--- src/rtl/booth_pkg.sv ---
// booth_pkg: shared widths and booth_bits encodings for the Booth multiplier datapath.
package booth_pkg;
    localparam int DEF_WIDTH = 8;
    localparam int DEF_CNT_W = 4;
    localparam int PW = 2 * DEF_WIDTH;
    typedef enum logic [1:0] {
        BB_NOP0 = 2'b00,
        BB_ADD  = 2'b01,
        BB_SUB  = 2'b10,
        BB_NOP1 = 2'b11
    } booth_bits_e;
endpackage

--- src/rtl/booth_datapath_if.sv ---
// booth_datapath_if: FSM <-> datapath bundle; master is the control FSM, slave the datapath.
// BOOTH_OPCNT_EN adds the op_count debug output.
interface booth_datapath_if import booth_pkg::*; #(
    parameter int WIDTH = DEF_WIDTH,
    parameter int CNT_W = DEF_CNT_W
);
    logic [WIDTH-1:0] multiplicand;
    logic [WIDTH-1:0] multiplier;
    logic load;
    logic add_en;
    logic sub_en;
    logic shift_en;
    logic count_en;
    logic booth_done;
    logic [1:0] booth_bits;
    logic done;
    logic [2*WIDTH-1:0] product;
    logic product_valid;
`ifdef BOOTH_OPCNT_EN
    logic [CNT_W-1:0] op_count;
`endif
    modport master (
        output multiplicand, multiplier, load, add_en, sub_en, shift_en, count_en, booth_done,
        input booth_bits, done, product, product_valid
`ifdef BOOTH_OPCNT_EN
        , input op_count
`endif
    );
    modport slave (
        input multiplicand, multiplier, load, add_en, sub_en, shift_en, count_en, booth_done,
        output booth_bits, done, product, product_valid
`ifdef BOOTH_OPCNT_EN
        , output op_count
`endif
    );
endinterface

--- src/rtl/booth_counter.sv ---
// booth_counter: wrapping counter with sync active-low reset, clear and enable.
module booth_counter import booth_pkg::*; #(
    parameter int CNT_W = DEF_CNT_W
) (
    input  logic             clk,
    input  logic             reset,
    input  logic             clear,
    input  logic             en,
    output logic [CNT_W-1:0] count
);
    always_ff @(posedge clk) begin
        if (!reset || clear) count <= '0;
        else if (en) count <= count + 1'b1;
    end
endmodule

--- src/rtl/booth_datapath.sv ---
// booth_datapath: A/Q/Q-1/M registers and iteration counter of the radix-2 Booth multiplier.
// Define BOOTH_OPCNT_EN to count add/sub steps on op_count.
module booth_datapath import booth_pkg::*; #(
    parameter int WIDTH = DEF_WIDTH,
    parameter int CNT_W = DEF_CNT_W
) (
    input logic clk,
    input logic reset,
    booth_datapath_if.slave bus
);
    logic [WIDTH-1:0] a, q, m;
    logic q_1;
    logic valid;
    logic [CNT_W-1:0] count;
    // load wins over sub, sub over add, add over shift when the FSM overlaps them
    always_ff @(posedge clk) begin
        if (!reset) begin
            a <= '0;
            q <= '0;
            q_1 <= 1'b0;
            m <= '0;
            valid <= 1'b0;
        end else begin
            valid <= bus.booth_done;
            if (bus.load) begin
                a <= '0;
                q <= bus.multiplier;
                q_1 <= 1'b0;
                m <= bus.multiplicand;
            end else if (bus.sub_en) a <= a - m;
            else if (bus.add_en) a <= a + m;
            else if (bus.shift_en) {a, q, q_1} <= {a[WIDTH-1], a, q};
        end
    end
    booth_counter #(.CNT_W(CNT_W)) u_iter (
        .clk(clk), .reset(reset), .clear(bus.load), .en(bus.count_en), .count(count)
    );
`ifdef BOOTH_OPCNT_EN
    booth_counter #(.CNT_W(CNT_W)) u_ops (
        .clk(clk), .reset(reset), .clear(bus.load), .en(bus.add_en | bus.sub_en),
        .count(bus.op_count)
    );
`endif
    assign bus.booth_bits = {q[0], q_1};
    assign bus.done = count == CNT_W'(WIDTH - 1);
    assign bus.product = {a, q};
    assign bus.product_valid = valid;
endmodule

--- src/flat_wrapper.sv ---
// flat-port wrapper written by rule: the top's interface ports become plain ports
module booth_datapath_flat import booth_pkg::*;
#(
    parameter int WIDTH = DEF_WIDTH,
    parameter int CNT_W = DEF_CNT_W
)
  (clk, reset, bus_multiplicand, bus_multiplier, bus_load, bus_add_en, bus_sub_en, bus_shift_en, bus_count_en, bus_booth_done, bus_booth_bits, bus_done, bus_product, bus_product_valid);
  booth_datapath_if #(.WIDTH(WIDTH), .CNT_W(CNT_W)) bus_i ();
  input logic clk;
  input logic reset;
  input wire logic [$bits(bus_i.multiplicand)-1:0] bus_multiplicand;
  input wire logic [$bits(bus_i.multiplier)-1:0] bus_multiplier;
  input wire logic [$bits(bus_i.load)-1:0] bus_load;
  input wire logic [$bits(bus_i.add_en)-1:0] bus_add_en;
  input wire logic [$bits(bus_i.sub_en)-1:0] bus_sub_en;
  input wire logic [$bits(bus_i.shift_en)-1:0] bus_shift_en;
  input wire logic [$bits(bus_i.count_en)-1:0] bus_count_en;
  input wire logic [$bits(bus_i.booth_done)-1:0] bus_booth_done;
  output wire logic [$bits(bus_i.booth_bits)-1:0] bus_booth_bits;
  output wire logic [$bits(bus_i.done)-1:0] bus_done;
  output wire logic [$bits(bus_i.product)-1:0] bus_product;
  output wire logic [$bits(bus_i.product_valid)-1:0] bus_product_valid;
  assign bus_i.multiplicand = bus_multiplicand;
  assign bus_i.multiplier = bus_multiplier;
  assign bus_i.load = bus_load;
  assign bus_i.add_en = bus_add_en;
  assign bus_i.sub_en = bus_sub_en;
  assign bus_i.shift_en = bus_shift_en;
  assign bus_i.count_en = bus_count_en;
  assign bus_i.booth_done = bus_booth_done;
  assign bus_booth_bits = bus_i.booth_bits;
  assign bus_done = bus_i.done;
  assign bus_product = bus_i.product;
  assign bus_product_valid = bus_i.product_valid;
  booth_datapath #(.WIDTH(WIDTH), .CNT_W(CNT_W)) u_core (.clk(clk), .reset(reset), .bus(bus_i));
endmodule
--- config.mk ---
export PLATFORM = sky130hd
export DESIGN_NAME = booth_datapath_flat
export DESIGN_NICKNAME = d
export VERILOG_FILES = /design/src/rtl/booth_pkg.sv /design/src/rtl/booth_datapath_if.sv /design/src/rtl/booth_counter.sv /design/src/rtl/booth_datapath.sv /design/src/flat_wrapper.sv
export SDC_FILE = /design/constraint.sdc
export NUM_CORES = 1
export LEC_CHECK = 0
export CAP_MARGIN = 20
export CORE_MARGIN = 4
export CORE_UTILIZATION = 54
export DETAILED_ROUTE_END_ITERATION = 10
export GPL_TIMING_DRIVEN = 1
export PLACE_DENSITY_LB_ADDON = 0.2
export SLEW_MARGIN = 20
export SYNTH_ARGS = -nofsm -noshare
export SYNTH_HDL_FRONTEND = slang
export SYNTH_SLANG_ARGS = --single-unit
--- constraint.sdc ---
create_clock -name clk -period 5.5 [get_ports clk]
set_input_delay 1.1 -clock clk [delete_from_list [all_inputs] [get_ports clk]]
set_output_delay 1.1 -clock clk [all_outputs]
set_load 0.02 [all_outputs]
==> results of run 1 <==
## layout by cell type, fill, tap and decap left out, types with 5 or more instances in the layout
cell type,n
clkdlybuf4s50_1,43
dfxtp_1,30
mux2i_1,20
inv_1,18
o21ai_0,18
nand2_1,17
nor2_1,16
ha_1,15
a21oi_1,13
nor2b_1,12
and2_1,9
nand2b_1,7
nor3_1,6
clkbuf_4,5
## registers in the layout (all words and copies together) (netlist names)
name and cells:
u_core.a 8, u_core.m 8, u_core.q 8, u_core.u_iter.count 4
u_core.bus.product_valid 1, u_core.q_1 1
## layer usage
metal  vias up  share of wire (%)  track usage [%]
met3         6                5.9             7.06
met1       770                 48             28.6
met4         0                1.3             6.45
met5         -                  0                0
li1        888                  -                -
met2        44                 45             30.6
## per-stage QoR
stage               hold WS, ns  setup slack (ns)  std cells
global placement          0.485              2.62        312
detailed placement        0.475              2.57        312
floorplan                 0.462              3.28        233
CTS                       0.488              2.72        320
finish                    0.492              2.74        320
global route              0.516              2.64        320
## final timing paths
path / slack (ns) / endpoint / start / cells past startpoint
worst max register to register: 3.34 / u_core.a[6] / u_core.a[0] / 9
worst max-delay path: 2.74 / bus_done / u_core.u_iter.count[0] / 4
worst min-delay path: 0.49 / u_core.a[7] / u_core.a[7] / 2
worst min register to register: 0.49 / u_core.a[7] / u_core.a[7] / 2
## report_power, final
group          leakage [uW]  switching, uW  internal (uW)
registers          0.000246           13.0            229
logic              0.000720           81.0           78.4
clock network     0.0000343           77.5           61.3
total               0.00100            171            369
## final cells by class
class	count	area (sq um)
Multi-Input combinational cell	173	1250
Fill cell	300	938
Sequential cell	30	601
Timing Repair Buffer	44	438
Inverter	19	71.3
Tap cell	46	57.6
Clock buffer	6	51.3
Clock inverter	2	12.5
## worst register-to-register path, cell delays in order, from the launching register on
cell and delay, ns:
dfxtp_1 0.40, inv_1 0.07, ha_1 0.23, fa_1 0.41, nor2b_1 0.16, o21ai_0 0.13
a211oi_1 0.31, or3_1 0.15, a21oi_1 0.06, nor3_1 0.17
## cell families after synthesis
logic type                 count (synthesis)
muxes                                     20
adders and majority gates                 17
xor gates and xnor gates                   6
AOI/OAI and AO/OA                         53
DFF                                       30
buffers and inverters                     30
and+or+nand+nor                           77
==> results by group, run 1 <==
Status
  – Status: complete, no violations

Logic synthesis
  – Cells after Synth: 233
  – Synthesized area: 1970 sq um
  – Simple-gate share of the synthesized area: 20.3%
  – Primary FF master, synth: dfxtp_1
  – Yosys reg bits: 30
  – Yosys warns: 0
  – Post-synthesis compound-gate area fraction: 18.6%
  – Post-synthesis mux area share: 10.2%
  – Syn Nets: 274
  – Post-synth EDFFs: 0
  – Most frequent cell after synthesis: dfxtp_1
  – Synth Area in XOR/XNOR: 2.67%
  – Ys async rst share: 0%
  – Area leader, netlist: dfxtp_1
  – Yosys top cell area share: 30.5%
  – Seq/Total Area, Yosys: 30.5%
  – Synth top area cells: dfxtp_1 (30%), mux2i_1 (10%), ha_1 (9.5%)
  – Main combinational cell family by area after synthesis: simple AND/OR/NAND/NOR gates
  – Post-synthesis cell type count: 42
  – Avg Cell Area, Syn: 8.45 sq um
  – Post-Synth Adder-Cell Area: 11.6%
  – Synth cell count leaders: dfxtp_1 (30), mux2i_1 (20), inv_1 (18), o21ai_0 (18), nand2_1 (17)

Setup path
  – CP required: 4.40 ns
  – CP Buf/Inv Count: 1
  – Setup crit start kind: flop
  – CP endpoint kind: output port
  – Worst path max stage delay: 0.61 ns
  – Crit path max fanout: 3
  – Cell Chain, Critical Path: ha_1 > nand2_1 > nor2_1 > clkdlybuf4s50_1
  – Slowest CP cell: clkdlybuf4s50_1
  – Crit Path Class: flop to output port
  – Top delay family on crit path: buffers and inverters
  – Crit path DAT: 1.66 ns

GRT
  – Largest net degree at the start of global routing: 27
  – Grt ovf: 0
  – Initial antenna violation count: 0
  – Total GRT Usage: 20.9%
  – Vias in the first global route: 1582
  – First-pass GRT wire length: 7290 um

Placement
  – Post-detail-place hpwl: 3290 um
  – Placed cell areas: 2410 sq um
  – Port Buffers: 43
  – Routability cong.: 0.817

Power and ir drop
  – Power Density: 218 nW/um^2
  – Total design power: 540 uW
  – Maximum vdd drop: 0.000190 V
  – Leak pwr: 0.00100 uW

CTS
  – Cts hold-fix bufs: 0
  – Worst-Skew Late Latency: 0.33 ns
  – CTS root buf: clkbuf_4
  – Max Root-Sink Buffers: 2
  – Worst-path clk slew: 0.10 ns
  – CTS-repair resized insts: 0
  – Max H-tree Level: 2
  – TritonCTS buffer count: 5
  – Clk sinks: 30
  – CTS tree: yes
  – Post-CTS Setup Inserts: 0

Floorplanning
  – Initial Util: 57.7%
  – Die height: 68.4 um
  – # rows: 21
  – Core area: 3420 sq um
  – Die W: 68.4 um
  – DIE AREA: 4680 sq um
  – # IOs: 44

Timing
  – Final number of hold-violating endpoints: 0
  – F_max: 363 MHz
  – Setup_tns: 0 ns
  – RSZ-0062 raised after global routing: no
  – Tightest Pin Transition: 0.998 ns
  – Max-slew violations: 0
  – Skew final: 0.0103 ns
  – Final setup fails: 0
  – Rel. slew slack: 33.2%
  – Crit share post-route: 50.1%
  – Min cycle time layout: 2.76 ns

Route
  – DRT iter0 DRCs: 90
  – Vias per cell: 5.34
  – Routed Antenna Nets: 0
  – Initial DRT Pass Iterations: 4
  – Drt wl/cell: 13.6 um
  – Total Wirelength: 4370 um
  – Via Count: 1708
  – Remaining DRCs: 0

Layout
  – N_diodes: 0
  – Total Nets Final: 314
  – Layout cell share with drive strength beyond 1: 5.84%
  – Design area: 2480 sq um
  – Synth-to-layout area growth: 25.8%
  – Final core area utilization: 72.5%

Run
  – Max-cap violations: 0

Min path
  – Worst Hold Class: flop to flop
Power figures use the tool's default switching activity.
==> run 2: changes to the inputs <==
--- a/config.mk
+++ b/config.mk
@@ -7,7 +7,7 @@
 export LEC_CHECK = 0
 export CAP_MARGIN = 20
 export CORE_MARGIN = 4
-export CORE_UTILIZATION = 54
+export CORE_UTILIZATION = 50
 export DETAILED_ROUTE_END_ITERATION = 10
 export GPL_TIMING_DRIVEN = 1
 export PLACE_DENSITY_LB_ADDON = 0.2
==> constraint.sdc (replaced) <==
create_clock -name clk -period 2.7 [get_ports clk]
set_input_delay 0.54 -clock clk [delete_from_list [all_inputs] [get_ports clk]]
set_output_delay 0.54 -clock clk [all_outputs]
set_load 0.02 [all_outputs]
==> run 2 against run 1 <==
  * Clock skew decreased by 0.0058 ns
  * Design area increased by 3.1%
  * Combinational power increased by 110%
  * Cell count increased by 1.9%
  * Die area increased by 7.1%
  * Routed wire length increased by 2.7%
  * Worst hold slack improved by 0.018 ns
  * Critical path type is now flop to flop
==> results by group, run 2 (same netlist as run 1, synthesis figures left out) <==
Layout
  – N_diodes: 0 (unchanged)
  – Synth-to-layout area growth: 29.7% (was 25.8%)
  – Most frequent cells in the layout: clkdlybuf4s50_1 (43), dfxtp_1 (30), mux2i_1 (20) (unchanged)
  – FF/Latch Area: 601 sq um (unchanged)
  – Largest regs: u_core.a x8, u_core.m x8, u_core.q x8 (unchanged)
  – Most common cell after layout, fill and taps aside: clkdlybuf4s50_1 (unchanged)
  – Total Nets Final: 318 (was 314)
  – Area of the multi-input gates: 1250 sq um (unchanged)
  – Layout cell share with drive strength beyond 1: 7.19% (was 5.84%)
  – Layout fillers: 338 (was 300)
  – Design area: 2550 sq um (was 2480 sq um)

Timing
  – Crit share post-route: 82.6%
  – F_max: 449 MHz
  – Skew final: 0.00446 ns (was 0.0103 ns)
  – Max-slew violations: 0 (unchanged)
  – Final setup fails: 0 (unchanged)
  – Tightest Pin Transition: 0.376 ns (was 0.998 ns)
  – Rel. slew slack: 74.8% (was 33.2%)
  – RSZ-0062 raised after global routing: no (unchanged)
  – Min cycle time layout: 2.23 ns
  – Setup_tns: 0 ns (unchanged)
  – Final number of hold-violating endpoints: 0 (unchanged)

GRT
  – Largest net degree at the start of global routing: 13 (was 27)
  – Vias in the first global route: 1723 (was 1582)
  – Grt ovf: 0 (unchanged)
  – Initial antenna violation count: 0 (unchanged)
  – Total GRT Usage: 18.8% (was 20.9%)
  – First-pass GRT wire length: 7650 um (was 7290 um)

Setup path
  – CP required: 2.91 ns (was 4.40 ns)
  – Cell Chain, Critical Path: inv_1 > ha_1 > nand2b_1 > a2111oi_4 > nor3_2 > o21a_1 > o32ai_2 > mux2i_1 (was ha_1 > nand2_1 > nor2_1 > clkdlybuf4s50_1)
  – FF-to-FF setup slack: 0.47 ns (was 3.34 ns)
  – Crit Path Class: flop to flop (was flop to output port)
  – CP Buf/Inv Count: 1 (unchanged)
  – Crit path DAT: 2.44 ns (was 1.66 ns)
  – Slowest CP cell: a2111oi_4 (was clkdlybuf4s50_1)
  – Crit path max fanout: 4 (was 3)
  – Setup crit start kind: flop (unchanged)
  – CP endpoint kind: flop (was output port)
  – Top delay family on crit path: compound AO/OA/AOI/OAI gates (was buffers and inverters)
  – Worst path max stage delay: 0.43 ns (was 0.61 ns)

Floorplanning
  – Core area: 3740 sq um (was 3420 sq um)
  – Initial Util: 52.6% (was 57.7%)
  – # IOs: 44 (unchanged)
  – DIE AREA: 5010 sq um (was 4680 sq um)
  – Die W: 70.8 um (was 68.4 um)
  – # rows: 22 (was 21)
  – Die height: 70.8 um (was 68.4 um)

Route
  – Vias per cell: 5.31 (was 5.34)
  – Via Count: 1732 (was 1708)
  – Initial DRT Pass Iterations: 4 (unchanged)
  – DRT iter0 DRCs: 73 (was 90)
  – Total Wirelength: 4490 um (was 4370 um)
  – Drt wl/cell: 13.8 um (was 13.6 um)
  – Routed Antenna Nets: 0 (unchanged)
  – Remaining DRCs: 0 (unchanged)

Placement
  – Port Buffers: 43 (unchanged)
  – Post-detail-place hpwl: 3460 um (was 3290 um)
  – Placed cell areas: 2450 sq um (was 2410 sq um)
  – Routability cong.: 0.799 (was 0.817)

Run
  – Max-cap violations: 0 (unchanged)

CTS
  – CTS root buf: clkbuf_8 (was clkbuf_4)
  – TritonCTS buffer count: 5 (unchanged)
  – Worst-Skew Late Latency: 0.29 ns (was 0.33 ns)
  – Max Root-Sink Buffers: 2 (unchanged)
  – Max H-tree Level: 2 (unchanged)
  – Clk sinks: 30 (unchanged)
  – Cts hold-fix bufs: 0 (unchanged)
  – CTS-repair resized insts: 0 (unchanged)
  – Worst-path clk slew: 0.06 ns (was 0.10 ns)
  – CTS tree: yes (unchanged)
  – Post-CTS Setup Inserts: 0 (unchanged)

Min path
  – Worst Hold Class: flop to flop (unchanged)

Power and ir drop
  – Maximum vdd drop: 0.000314 V (was 0.000190 V)
  – Power Density: 496 nW/um^2 (was 218 nW/um^2)
  – Total design power: 1270 uW (was 540 uW)
  – Leak pwr: 0.00104 uW (was 0.00100 uW)

Status
  – Status: complete, no violations (unchanged)
==> run 2: cell count changes in the layout (fill, tap and decap cells not counted), sizes merged <==
cell / delta
buf: +4
clkinvlp: -1
bufinv: +1
clkbuf: -1
clkinv: +1
==> run 2: layer usage <==
| layer | vias up | global-route usage [%] | share of wire (%) |
|---|---|---|---|
| met2 | 44 | 29.2 | 45 |
| met1 | 787 | 24.7 | 48 |
| met4 | 0 | 6.89 | 1.9 |
| met5 | - | 0 | 0 |
| met3 | 11 | 5.82 | 4.9 |
| li1 | 890 | - | - |
==> run 2: worst register-to-register path, cell delays in order, from the launching register on <==
cell       delay [ns]
dfxtp_1          0.42
inv_1            0.11
ha_1             0.30
nand2b_1         0.11
a2111oi_4        0.43
nor3_2           0.11
o21a_1           0.19
o32ai_2          0.27
mux2i_1          0.23
==> run 2: final cells by class <==
type                    count  area share (%)
inverters                  19            2.79
repair buffers             48            18.3
multi-input cells         173            48.8
clock buffers               5            2.69
flip-flops and latches     30            23.5
clock inverters             3            1.57
well taps                  48            2.35
==> run 2: worst paths after layout <==
kind | from | cells after the start | to
max reg2reg | u_core.m[1] | 8 | u_core.a[7]
max | u_core.m[1] | 8 | u_core.a[7]
min reg2reg | u_core.a[7] | 2 | u_core.a[7]
min | u_core.a[7] | 2 | u_core.a[7]
==> run 2: power breakdown <==
part | internal [uW] | switching [uW]
clock | 271 | 174
combinational | 163 | 167
sequential | 467 | 26.4
total | 901 | 367
==> run 2: metrics by stage <==
step | worst slack (ns) | utilization (%) | hold slack, ns | cells
final | 0.470 | 68.2 | 0.511 | 326
after global routing | 0.301 | 68.2 | 0.535 | 326
after CTS | 0.446 | 68.2 | 0.516 | 326
after detailed placement | 0.428 | 65.3 | 0.486 | 318
after global placement | 0.511 | 65.3 | 0.475 | 318
after floorplan | 0.650 | - | 0.462 | 233
